### src/rtl/pipe_stage_reg_pkg.sv
// Shared types for the generic pipeline stage register: skid FSM state
// encoding, occupancy width and the state-to-occupancy decode.
package pipe_stage_reg_pkg;

    typedef enum logic [1:0] {
        PS_EMPTY = 2'd0,
        PS_ONE   = 2'd1,
        PS_TWO   = 2'd2
    } pipe_state_t;

    localparam int PIPE_OCC_W = 2;

    function automatic logic [PIPE_OCC_W-1:0] occ_of(input pipe_state_t s);
        logic [PIPE_OCC_W-1:0] occ;
        occ = PIPE_OCC_W'(0);
        case (s)
            PS_ONE:  occ = PIPE_OCC_W'(1);
            PS_TWO:  occ = PIPE_OCC_W'(2);
            default: occ = PIPE_OCC_W'(0);
        endcase
        return occ;
    endfunction

endpackage

### src/rtl/pipe_skid_buffer.sv
// Two-entry skid stage: main entry feeds the output, skid entry absorbs the
// payload accepted in the cycle downstream stalls. in_ready is a flop.
module pipe_skid_buffer
    import pipe_stage_reg_pkg::*;
#(
    parameter int WIDTH = 16
) (
    input  logic                  clk,
    input  logic                  reset,
    input  logic                  flush_i,
    input  logic                  in_valid_i,
    output logic                  in_ready_o,
    input  logic [WIDTH-1:0]      in_data_i,
    output logic                  out_valid_o,
    input  logic                  out_ready_i,
    output logic [WIDTH-1:0]      out_data_o,
    output logic [PIPE_OCC_W-1:0] occupancy_o
);

    pipe_state_t      state_q;
    logic [WIDTH-1:0] main_q;
    logic [WIDTH-1:0] skid_q;
    logic             out_valid_q;
    logic             in_ready_q;
    logic             accept;
    logic             pop;

    assign accept = in_valid_i & in_ready_q;
    assign pop    = out_valid_q & out_ready_i;

    always_ff @(posedge clk) begin
        if (reset) begin
            state_q     <= PS_EMPTY;
            main_q      <= '0;
            skid_q      <= '0;
            out_valid_q <= 1'b0;
            in_ready_q  <= 1'b1;
        end else if (flush_i) begin
            // Entries are dropped but payload registers keep their contents.
            state_q     <= PS_EMPTY;
            out_valid_q <= 1'b0;
            in_ready_q  <= 1'b1;
        end else begin
            case (state_q)
                PS_EMPTY: begin
                    if (accept) begin
                        main_q      <= in_data_i;
                        out_valid_q <= 1'b1;
                        state_q     <= PS_ONE;
                    end
                end
                PS_ONE: begin
                    case ({accept, pop})
                        2'b10: begin
                            skid_q     <= in_data_i;
                            in_ready_q <= 1'b0;
                            state_q    <= PS_TWO;
                        end
                        2'b01: begin
                            out_valid_q <= 1'b0;
                            state_q     <= PS_EMPTY;
                        end
                        2'b11: begin
                            main_q <= in_data_i;
                        end
                        default: ;
                    endcase
                end
                PS_TWO: begin
                    if (pop) begin
                        main_q     <= skid_q;
                        in_ready_q <= 1'b1;
                        state_q    <= PS_ONE;
                    end
                end
                default: begin
                    out_valid_q <= 1'b0;
                    in_ready_q  <= 1'b1;
                    state_q     <= PS_EMPTY;
                end
            endcase
        end
    end

    assign in_ready_o  = in_ready_q;
    assign out_valid_o = out_valid_q;
    assign out_data_o  = main_q;
    assign occupancy_o = occ_of(state_q);

endmodule

### src/rtl/pipe_stage_reg.sv
// Parametrised pipeline stage register with valid/ready handshake, flush,
// optional two-entry skid mode and a saturating stall counter.
module pipe_stage_reg
    import pipe_stage_reg_pkg::*;
#(
    parameter int WIDTH = 16,
    parameter int SKID  = 0,
    parameter int CNT_W = 16
) (
    input  logic                  clk,
    input  logic                  reset,
    input  logic                  flush,
    input  logic                  in_valid,
    output logic                  in_ready,
    input  logic [WIDTH-1:0]      in_data,
    output logic                  out_valid,
    input  logic                  out_ready,
    output logic [WIDTH-1:0]      out_data,
    output logic [PIPE_OCC_W-1:0] occupancy,
    output logic [CNT_W-1:0]      stall_count
);

    generate
        if (SKID == 0) begin : g_single
            logic             valid_q;
            logic             valid_d;
            logic [WIDTH-1:0] data_q;
            logic [WIDTH-1:0] data_d;
            logic             accept;

            // Ready may follow out_ready combinationally: a pop frees the slot.
            assign in_ready = ~valid_q | out_ready;
            assign accept   = in_valid & in_ready;

            always_comb begin
                valid_d = valid_q;
                data_d  = data_q;
                if (flush) begin
                    valid_d = 1'b0;
                end else if (accept) begin
                    valid_d = 1'b1;
                    data_d  = in_data;
                end else if (out_ready) begin
                    valid_d = 1'b0;
                end
            end

            always_ff @(posedge clk) begin
                if (reset) begin
                    valid_q <= 1'b0;
                    data_q  <= '0;
                end else begin
                    valid_q <= valid_d;
                    data_q  <= data_d;
                end
            end

            assign out_valid = valid_q;
            assign out_data  = data_q;
            assign occupancy = {{(PIPE_OCC_W-1){1'b0}}, valid_q};
        end else begin : g_skid
            pipe_skid_buffer #(
                .WIDTH(WIDTH)
            ) u_skid (
                .clk         (clk),
                .reset       (reset),
                .flush_i     (flush),
                .in_valid_i  (in_valid),
                .in_ready_o  (in_ready),
                .in_data_i   (in_data),
                .out_valid_o (out_valid),
                .out_ready_i (out_ready),
                .out_data_o  (out_data),
                .occupancy_o (occupancy)
            );
        end
    endgenerate

    logic [CNT_W-1:0] stall_q;
    logic [CNT_W-1:0] stall_d;

    // Saturating, and deliberately blind to flush so stalls survive mispredicts.
    always_comb begin
        stall_d = stall_q;
        if (out_valid && !out_ready && (stall_q != {CNT_W{1'b1}})) begin
            stall_d = stall_q + CNT_W'(1);
        end
    end

    always_ff @(posedge clk) begin
        if (reset) begin
            stall_q <= '0;
        end else begin
            stall_q <= stall_d;
        end
    end

    assign stall_count = stall_q;

endmodule

### config.mk
export PLATFORM = sky130hd
export DESIGN_NAME = pipe_stage_reg
export DESIGN_NICKNAME = d
export VERILOG_FILES = /design/src/rtl/pipe_stage_reg_pkg.sv /design/src/rtl/pipe_skid_buffer.sv /design/src/rtl/pipe_stage_reg.sv
export SDC_FILE = /design/constraint.sdc
export NUM_CORES = 1
export LEC_CHECK = 0
export CAP_MARGIN = 20
export CORE_UTILIZATION = 40
export DETAILED_ROUTE_END_ITERATION = 10
export GPL_TIMING_DRIVEN = 0
export PLACE_DENSITY = 0.74
export SLEW_MARGIN = 20
export SYNTH_ARGS = -nofsm -noshare
export SYNTH_HDL_FRONTEND = slang
export SYNTH_SLANG_ARGS = --single-unit
### constraint.sdc
create_clock -name clk -period 2.2 [get_ports clk]
set_input_delay 0.44 -clock clk [delete_from_list [all_inputs] [get_ports clk]]
set_output_delay 0.44 -clock clk [all_outputs]
set_load 0.005 [all_outputs]
# ---- Yosys cells after proc, flatten, opt, wreduce, memory -nomap -nowiden
# Cells that the tools add are included.
# W data, S select, Z words.
dict set report word_totals {
  register_bits 33
  out_inout_bits 36
  elab_cells 17
}
dict set report classes {
  add_sub_neg 1
  n_eq_ne 1
  n_mux 2
  n_bitwise 4
  reduce_logical 6
}
# operator count
set ops {}
lappend ops {{$add A16 B1 Y16 const B} 1}
lappend ops {{$ne A16 B16 Y1 const B} 1}
lappend ops {{$logic_and A1 B1 Y1} 2}
lappend ops {{$mux W1} 2}
lappend ops {{$not A1 Y1} 2}
lappend ops {{$reduce_and A2 Y1} 1}
lappend ops {{$reduce_bool A2 Y1} 1}
lappend ops {{$reduce_or A2 Y1} 1}
lappend ops {{$and A1 B1 Y1} 1}
lappend ops {{$logic_not A1 Y1} 1}
lappend ops {{$or A1 B1 Y1} 1}

# ---- Depth between registers and ports, before layout
# Gate-level depths: netlist (run 1).
dict set report logic_depth {
  ltp_word 4
  depth_mapped 7
}

# ---- Worst setup path after synthesis (run 1)
# Ideal clock, no wire load.
dict set report synth_path {
  kind {register to register}
  start {register stall_q[0] (netlist: stall_count[0])}
  end {register stall_q[10] (netlist: stall_count[10])}
  arrival_ns 1.699
  path_slack_ns 0.430
  path_stages_with_launch 6
  period_less_slack_ns 1.770
  path_cell_list {dfxtp_1 > ha_1 > nand3_1 > or3_4 > or4_1 > a21oi_1}
}
dict set report synth_between {
  elab_chain_len 2
}
# element line
set synth_lines {}
lappend synth_lines {{start, declared} pipe_stage_reg.sv:79} ;# logic [CNT_W-1:0] stall_q;
lappend synth_lines {{start signal, assigned} pipe_stage_reg.sv:94} ;# stall_q <= stall_d;
lappend synth_lines {{branches (longest 2 deep; another with $add A16 B1 Y16)} -}
# Several ways; the timed one is not identified.
# A chain may end at the register's enable or synchronous reset.

# ---- Worst setup path in the final report (run 1)
dict set report layout_path {
  start {register g_single.valid_q (netlist: out_valid)}
  end {output port in_ready}
}
dict set report layout_between {
  elab_chain_len 2
}
# element line
set layout_lines {}
lappend layout_lines {{start, declared} pipe_stage_reg.sv:25} ;# logic valid_q;
lappend layout_lines {{start signal, assigned} pipe_stage_reg.sv:53} ;# valid_q <= valid_d;
lappend layout_lines {{$not A1 Y1} pipe_stage_reg.sv:32} ;# assign in_ready = ~valid_q | out_ready;
lappend layout_lines {{$or A1 B1 Y1} pipe_stage_reg.sv:32}
lappend layout_lines {{end, declared} pipe_stage_reg.sv:14} ;# output logic in_ready,
# Every way passes these cells.

==> out/metrics.yaml, run 1 <==
run_status:
  status: "complete, no violations"
finish:
  antenna_cells: 0
  syn_to_final_growth_pct: 45.89
  nets: 254
  layout_commonest_cell: "clkdlybuf4s50_1"
  layout-drive-gt1-share_pct: 9.013
  layout_common_cells: "clkdlybuf4s50_1 (53), nand2_1 (35), dfxtp_1 (33)"
  stdcell_area_um2: 2132
die:
  die_area_um2: 3899
  ioPinCount: 57
  fp.dieW_um: 62.45
  die_h_um: 62.45
  placementRows: 21
  initial_core_util_pct: 42.78
  coreArea_um2: 3416
cts:
  cts.sinks: 33
  root_buffer: "clkbuf_4"
  cts_tree: "done"
  clockBufferDepth: 2
  clk_latency_ns: 0.33
  hold_buffers: 0
  cts_buffers: 5
  htreeDepth: 2
  cts.reportedPaths.clkPinSlew_ns: 0.10
sta:
  slew_headroom_pct: 57.25
  setup_tns_ns: 0
  setup_viol: 0
  min_period_over_period_pct: 89.92
  finalClockSkew_ns: 0.006327
  fin_crit_ns: 1.978
  hold_viol_final: 0
  worstMarginPinSlew_ns: 0.6355
  drv_slew: 0
  rsz0062_at_grt: "false"
  max_freq_mhz: 505.5
drt:
  drt_first_iter_violations: 63
  antenna_left: 0
  wl_per_cell_um: 11.61
  dr.pass1.iters: 4
  vias: 1428
  drc: 0
  avgViaCountPerCell: 5.118
  drt-total-wl_um: 3240
critical_path:
  cp_max_fo: 7
  crit_buf_inv: 3
  worstPathArrival_ns: 1.54
  cp_top_family: "buffers and inverters"
  setup.worst_path.start_class: "flip-flop"
  required_ns: 1.76
  cpPeakStageDelay_ns: 0.50
  cpMaxStageDelayCell: "clkdlybuf4s50_1"
  path_class: "flip-flop to output port"
  crit_path_end_kind: "output port"
  r2r_setup_slack_ns: 0.23
  crit_chain: "nor2b_4, buf_6, inv_4, clkdlybuf4s50_1"
placed_design:
  dpl.hpwl_um: 2436
  portBuffers: 54
  globalplace.congestion: 0.8417
  placed_cell_area_um2: 2059
flow_run:
  cap_viol_max_count: 0
yosys:
  yosysSeqAreaShare_pct: 45.21
  syn-num-nets: 193
  synth_cell_type_count: 39
  synth_top_area_share_pct: 45.21
  netlist_instances: 171
  syn_avg_cell_area_um2: 8.546
  yosysWarnings: 0
  ys_seq_elements: 33
  synthFlopType: "dfxtp_1"
  synth_top_cell_by_area: "dfxtp_1"
  synth.area.top_cells: "dfxtp_1 (45%), nand2_1 (9.0%), a21oi_1 (8.6%)"
  synth_area_um2: 1461
  synth_edf_count: 0
  async_flop_share_pct: 0
pwr:
  power_leakage_nw: 0.7457
  power.density_cell_area_nw_per_um2: 528.1
  peakVddDrop_mv: 0.3371
grt:
  grt_max_degree: 11
  grt_usage_pct: 18.08
  grt_pass1_wl_um: 5651
  antenna_found_initial: 0
  grt_remaining_overflow: 0
  first_global_vias: 1267
min_path:
  min_path_type: "input port to flip-flop"
==> worst register-to-register path: cells and delay by family (launching register included) <==
| family | cells | cell delay, ns |
|---|---|---|
| flip-flops | 1 | 0.44 |
| AND/OR/NAND/NOR | 2 | 0.84 |
| adder cells (fa/ha/maj) | 1 | 0.22 |
| AO/OA/AOI/OAI | 2 | 0.38 |
==> cell families after synthesis <==
group                    count (synthesis)  synth area share [%]
multiplexers                             1                0.6850
adder cells (fa/ha/maj)                  1                0.8560
AO/OA/AOI/OAI                           38                 14.81
other                                    1                0.2566
XOR/XNOR                                 1                0.5994
flip-flops                              33                 45.21
AND/OR/NAND/NOR                         85                 33.05
buffers and inverters                   11                 4.537
==> cell usage after synthesis, types with 3 or more instances <==
| master | count |
|---|---|
| o21ai_0 | 3 |
| nand4_1 | 5 |
| or4_1 | 3 |
| and4b_1 | 3 |
| a21oi_1 | 25 |
| clkbuf_1 | 6 |
| nand3_1 | 4 |
| nor2_1 | 8 |
| nor4_1 | 3 |
| nor3_1 | 6 |
| o31ai_1 | 3 |
| nand2_1 | 35 |
| dfxtp_1 | 33 |
| or3_1 | 3 |
==> registers in the layout (all words and copies together), names as in the netlist <==
| name | count |
|---|---|
| out_valid | 1 |
| stall_count | 16 |
| out_data | 16 |
==> final cells by class <==
| class | count | area (um^2) |
|---|---|---|
| Fill cell | 332 | 1284 |
| Multi-Input combinational cell | 127 | 734.5 |
| Sequential cell | 33 | 660.6 |
| Timing Repair Buffer | 54 | 543.0 |
| Clock buffer | 7 | 65.06 |
| Buffer | 10 | 60.06 |
| Tap cell | 46 | 57.56 |
| Inverter | 1 | 6.256 |
| Clock inverter | 1 | 5.005 |
==> power by group <==
part,internal [mW],switching [mW],leakage [nW]
sequential,0.612,0.00877,0.268
clock,0.185,0.200,0.0413
combinational,0.0736,0.0461,0.437
total,0.871,0.255,0.746
==> through the flow <==
step | setup slack [ns] | hold WS (ns) | util, % | cells | power (mW)
4_1_cts | 0.01489 | 0.4304 | 62.34 | 279 | 1.141
3_5_place_dp | -0.07084 | 0.4489 | 60.29 | 271 | 0.7556
2_1_floorplan | 0.4303 | 0.4527 | - | 171 | 0.6780
6_report | 0.2217 | 0.4546 | 62.42 | 279 | 1.126
3_3_place_gp | -0.05944 | 0.4412 | 60.29 | 271 | 0.7546
5_1_grt | 0.02336 | 0.4552 | 62.42 | 279 | 1.186
==> what timing repair did <==
action                     4_1_cts  5_1_grt
setup endpoints to repair        0        1
resized for setup                0        1
buffers inserted                 0        0
==> worst paths after layout <==
check,start,to,cells past startpoint
max,out_valid,in_ready,4
min,reset,stall_count[13],2
max reg2reg,stall_count[0],stall_count[14],5
min reg2reg,out_data[8],out_data[8],2
==> layer usage <==
| metal | track usage, % | wire (um) |
|---|---|---|
| met5 | 0 | 0 |
| met3 | 6.934 | 257 |
| met1 | 21.87 | 1523 |
| met2 | 27.45 | 1392 |
| met4 | 9.884 | 67 |
No activity file was read; power rests on OpenSTA's default activity.
==> run 2: changes to the inputs <==
--- a/config.mk
+++ b/config.mk
@@ -10,6 +10,7 @@
 export DETAILED_ROUTE_END_ITERATION = 10
 export GPL_TIMING_DRIVEN = 0
 export PLACE_DENSITY = 0.74
+export RECOVER_POWER = 50
 export SLEW_MARGIN = 20
 export SYNTH_ARGS = -nofsm -noshare
 export SYNTH_HDL_FRONTEND = slang
==> constraint.sdc (replaced) <==
create_clock -name clk -period 2.2 [get_ports clk]
set_input_delay 0.44 -clock clk [delete_from_list [all_inputs] [get_ports clk]]
set_output_delay 0.44 -clock clk [all_outputs]
set_load 0.01 [all_outputs]
==> out/metrics.yaml, run 2 (synthesis results as in run 1) <==
drt:
  drc: 0
  route.met3.wl_um: 263
  wl_met1_um: 1512
  avgViaCountPerCell: 5.136
  vias: 1433
  top_layer: "met4"
  dr.pass1.iters: 4
  wl_per_cell_um: 11.59
  drt_first_iter_violations: 62
  dr_wl_met2_um: 1392
  antenna_left: 0
  drt-total-wl_um: 3235
sta:
  whs_ns: 0.4541
  rsz0062_at_grt: "false"
  fin_crit_ns: 2.039
  slew_headroom_pct: 56.85
  drv_slew: 0
  hold_viol_final: 0
  max_freq_mhz: 490.5
  worstMarginPinSlew_ns: 0.6414
  setup_viol: 0
  finalClockSkew_ns: 0.005978
  min_period_over_period_pct: 92.66
die:
  ioPinCount: 57
  die_h_um: 62.45
  fp.dieW_um: 62.45
  coreArea_um2: 3416
  initial_core_util_pct: 42.78
  die_area_um2: 3899
  placementRows: 21
critical_path:
  cp_max_fo: 7
  required_ns: 1.76
  path_class: "flip-flop to output port"
  worstPathArrival_ns: 1.60
  crit_path_end_kind: "output port"
  setup.worst_path.start_class: "flip-flop"
run_status:
  status: "complete, no violations"
grt:
  grt_max_degree: 11
  antenna_found_initial: 0
  grt_remaining_overflow: 0
  first_global_vias: 1267
  grt_usage_pct: 18.08
  grt_pass1_wl_um: 5651
pwr:
  power.density_cell_area_nw_per_um2: 530.8
  power_leakage_nw: 0.8124
  peakVddDrop_mv: 0.3378
finish:
  layout_common_cells: "nand2_1 (35), dfxtp_1 (33), clkdlybuf4s50_1 (29)"
  layout-drive-gt1-share_pct: 8.584
  nets: 254
  stdcell_area_um2: 2121
  syn_to_final_growth_pct: 45.12
  fillers: 336
  multi_input_area_um2: 726.9
  antenna_cells: 0
  layout_commonest_cell: "nand2_1"
  regArea_um2: 660.6
cts:
  cts_buffers: 5
  clk_latency_ns: 0.33
  cts.reportedPaths.clkPinSlew_ns: 0.10
  cts_tree: "done"
  post-cts-setup-buffers: 0
  root_buffer: "clkbuf_4"
  hold_buffers: 0
  cts.sinks: 33
  htreeDepth: 2
  clockBufferDepth: 2
placed_design:
  globalplace.congestion: 0.8417
  placed_cell_area_um2: 2059
  dpl.hpwl_um: 2436
  portBuffers: 54
min_path:
  min_path_type: "input port to flip-flop"
flow_run:
  cap_viol_max_count: 0
## run 2: power by group
| part | switching, mW | leakage [nW] | total (mW) | internal, mW |
|---|---|---|---|---|
| clock network | 0.201 | 0.0413 | 0.386 | 0.185 |
| registers | 0.00810 | 0.268 | 0.620 | 0.612 |
| logic | 0.0522 | 0.503 | 0.120 | 0.0676 |
| total | 0.261 | 0.812 | 1.13 | 0.865 |
## run 2: metal layers
layer  GRT usage, %  vias up
met4          9.884        0
li1               -      741
met5              0        -
met2          27.45       45
met1          21.87      638
met3          6.934        9
## run 2: what timing repair did
action / 4_1_cts / 5_1_grt
setup endpoints to repair: 1 / 0
hold endpoints to repair: 0 / 0
gates resized for setup: 1 / 0
## run 2: through the flow
stage          TNS, ns  util (%)  instances  setup WS, ns  power [mW]
6_report             0     62.09        279        0.1614       1.126
5_1_grt              0     62.09        279       0.02336       1.185
4_1_cts              0     62.31        279        0.1705       1.148
3_5_place_dp   -0.7133     60.29        271      -0.07084      0.7625
3_3_place_gp   -0.6427     60.29        271      -0.05944      0.7615
2_1_floorplan        0         -        171        0.3847      0.6846
## run 2: worst max-delay path, stage by stage (launching register included)
cell             delay [ns]
dfxtp_1                0.41
nor2b_1                0.18
buf_6                  0.15
inv_4                  0.05
clkdlybuf4s50_1        0.47
## run 2: final cells by class
type / count / area share [%]
tap: 46 / 2.714
clock buffer: 7 / 3.068
sequential: 33 / 31.15
multi-input combinational: 127 / 34.28
buffer: 10 / 2.832
clock inverter: 1 / 0.2360
inverter: 1 / 0.2950
timing repair buffer: 54 / 25.43
## run 2: worst paths after layout
path / from / endpoint / slack, ns / cells past startpoint
worst max register to register: stall_count[0] / stall_count[14] / 0.23 / 5
worst min-delay path: reset / stall_count[13] / 0.45 / 2
worst max-delay path: out_valid / in_ready / 0.16 / 4
worst min register to register: out_data[7] / out_data[7] / 0.46 / 2
==> run 3: changes to the inputs <==
--- a/config.mk
+++ b/config.mk
@@ -7,6 +7,7 @@
 export LEC_CHECK = 0
 export CAP_MARGIN = 20
 export CORE_UTILIZATION = 40
+export CTS_BUF_LIST = sky130_fd_sc_hd__clkbuf_8
 export DETAILED_ROUTE_END_ITERATION = 10
 export GPL_TIMING_DRIVEN = 0
 export PLACE_DENSITY = 0.74
==> out/metrics.yaml, run 3 (synthesis results as in run 1) <==
run_status:
  status: "complete, no violations"
grt:
  met2_usage_pct: 27.45
  busiest_layer: "met2"
  grt_usage_pct: 18.43
  antenna_found_initial: 0
  grt_pass1_wl_um: 5699
  use_met3_pct: 7.299
  grt_max_degree: 11
  first_global_vias: 1260
  globalRouteMet1Util_pct: 22.44
  grt_remaining_overflow: 0
cts:
  clk_latency_ns: 0.29
  cts_buffers: 5
  post-cts-setup-buffers: 0
  cts.sinks: 33
  cts_tree: "done"
  cts.repair.resized: 1
  htreeDepth: 2
  clockBufferDepth: 2
  cts.reportedPaths.clkPinSlew_ns: 0.06
  root_buffer: "clkbuf_8"
  hold_buffers: 0
finish:
  layout_common_cells: "nand2_1 (35), dfxtp_1 (33), dlygate4sd3_1 (28)"
  antenna_cells: 0
  layout-drive-gt1-share_pct: 9.013
  fin_util_pct: 63.22
  layout_commonest_cell: "nand2_1"
  syn_to_final_growth_pct: 47.77
  nets: 254
critical_path:
  setup.worst_path.start_class: "flip-flop"
  rr_startpoint: "stall_count[0]"
  cpMaxStageDelayCell: "nor4_1"
  crit_path_end_kind: "flip-flop"
  worstPathArrival_ns: 2.16
  crit_path_start: "stall_count[0]"
  required_ns: 2.40
  cp_max_fo: 6
  cpPeakStageDelay_ns: 0.64
  crit_buf_inv: 0
  crit_chain: "ha_1, nand3_1, nor4_1, a31oi_1, a211oi_1"
  path_class: "flip-flop to flip-flop"
  cp_top_family: "simple AND/OR/NAND/NOR gates"
drt:
  drc: 0
  antenna_left: 0
  dr.pass1.iters: 4
  avgViaCountPerCell: 5.143
  wl_per_cell_um: 11.58
  drt_first_iter_violations: 87
  vias: 1435
  drt-total-wl_um: 3232
die:
  fp.dieW_um: 62.45
  die_area_um2: 3899
  placementRows: 21
  coreArea_um2: 3416
  initial_core_util_pct: 42.78
  die_h_um: 62.45
  ioPinCount: 57
placed_design:
  portBuffers: 54
  globalplace.congestion: 0.8417
  dpl.hpwl_um: 2436
sta:
  max_freq_mhz: 510.8
  finalClockSkew_ns: 0.006855
  min_period_over_period_pct: 88.98
  drv_slew: 0
  worstMarginPinSlew_ns: 0.6425
  slew_headroom_pct: 56.77
  rsz0062_at_grt: "false"
  setup_tns_ns: 0
  setup_viol: 0
  fin_crit_ns: 1.958
  hold_viol_final: 0
flow_run:
  cap_viol_max_count: 0
min_path:
  min_from: "out_data[7]"
  min_path_type: "flip-flop to flip-flop"
pwr:
  peakVddDrop_mv: 0.3902
  power_leakage_nw: 0.8374
  power.density_cell_area_nw_per_um2: 574.9
[run 3: metal layers]
layer	part of all wire, %	vias up	routed length [um]
li1	-	740	-
met1	46	637	1480
met2	44	49	1409
met3	8.2	9	266
met4	2.4	0	76
met5	0	-	0
[run 3: cell type report]
cell class	count	area, um^2
clock inverters	1	5.005
multi-input cells	127	734.5
inverters	1	6.256
flip-flops and latches	33	660.6
clock buffers	7	96.34
repair buffers	54	539.3
plain buffers	10	60.06
fillers	326	1256
well taps	46	57.56
[run 3: report_power, final]
group	switching, mW	total (mW)	internal, mW
Clock	0.218	0.501	0.282
Sequential	0.00806	0.621	0.613
Combinational	0.0526	0.120	0.0676
[run 3: worst reg2reg max path, stage by stage, from the launching register on]
cell and delay, ns:
dfxtp_1 0.43, ha_1 0.22, nand3_1 0.21, nor4_1 0.64, a31oi_1 0.16, a211oi_1 0.22
[run 3: final timing paths]
kind,end,slack (ns),cells after the start
worst max-delay path,stall_count[14],0.24,5
worst min-delay path,out_data[7],0.45,2
worst max register to register,stall_count[14],0.24,5
worst min register to register,out_data[7],0.45,2
[run 3: through the flow]
| step | worst slack, ns | total power [mW] | cell area, um^2 | hold WS (ns) | instances |
|---|---|---|---|---|---|
| finish | 0.2423 | 1.241 | 2160 | 0.4502 | 279 |
| global placement | -0.05944 | 0.7615 | 2059 | 0.4412 | 271 |
| floorplan | 0.3847 | 0.6846 | 1461 | 0.4805 | 171 |
| detailed placement | -0.07084 | 0.7625 | 2059 | 0.4489 | 271 |
| global route | 0.02865 | 1.302 | 2160 | 0.4693 | 279 |
| CTS | 0.2357 | 1.260 | 2160 | 0.4572 | 279 |
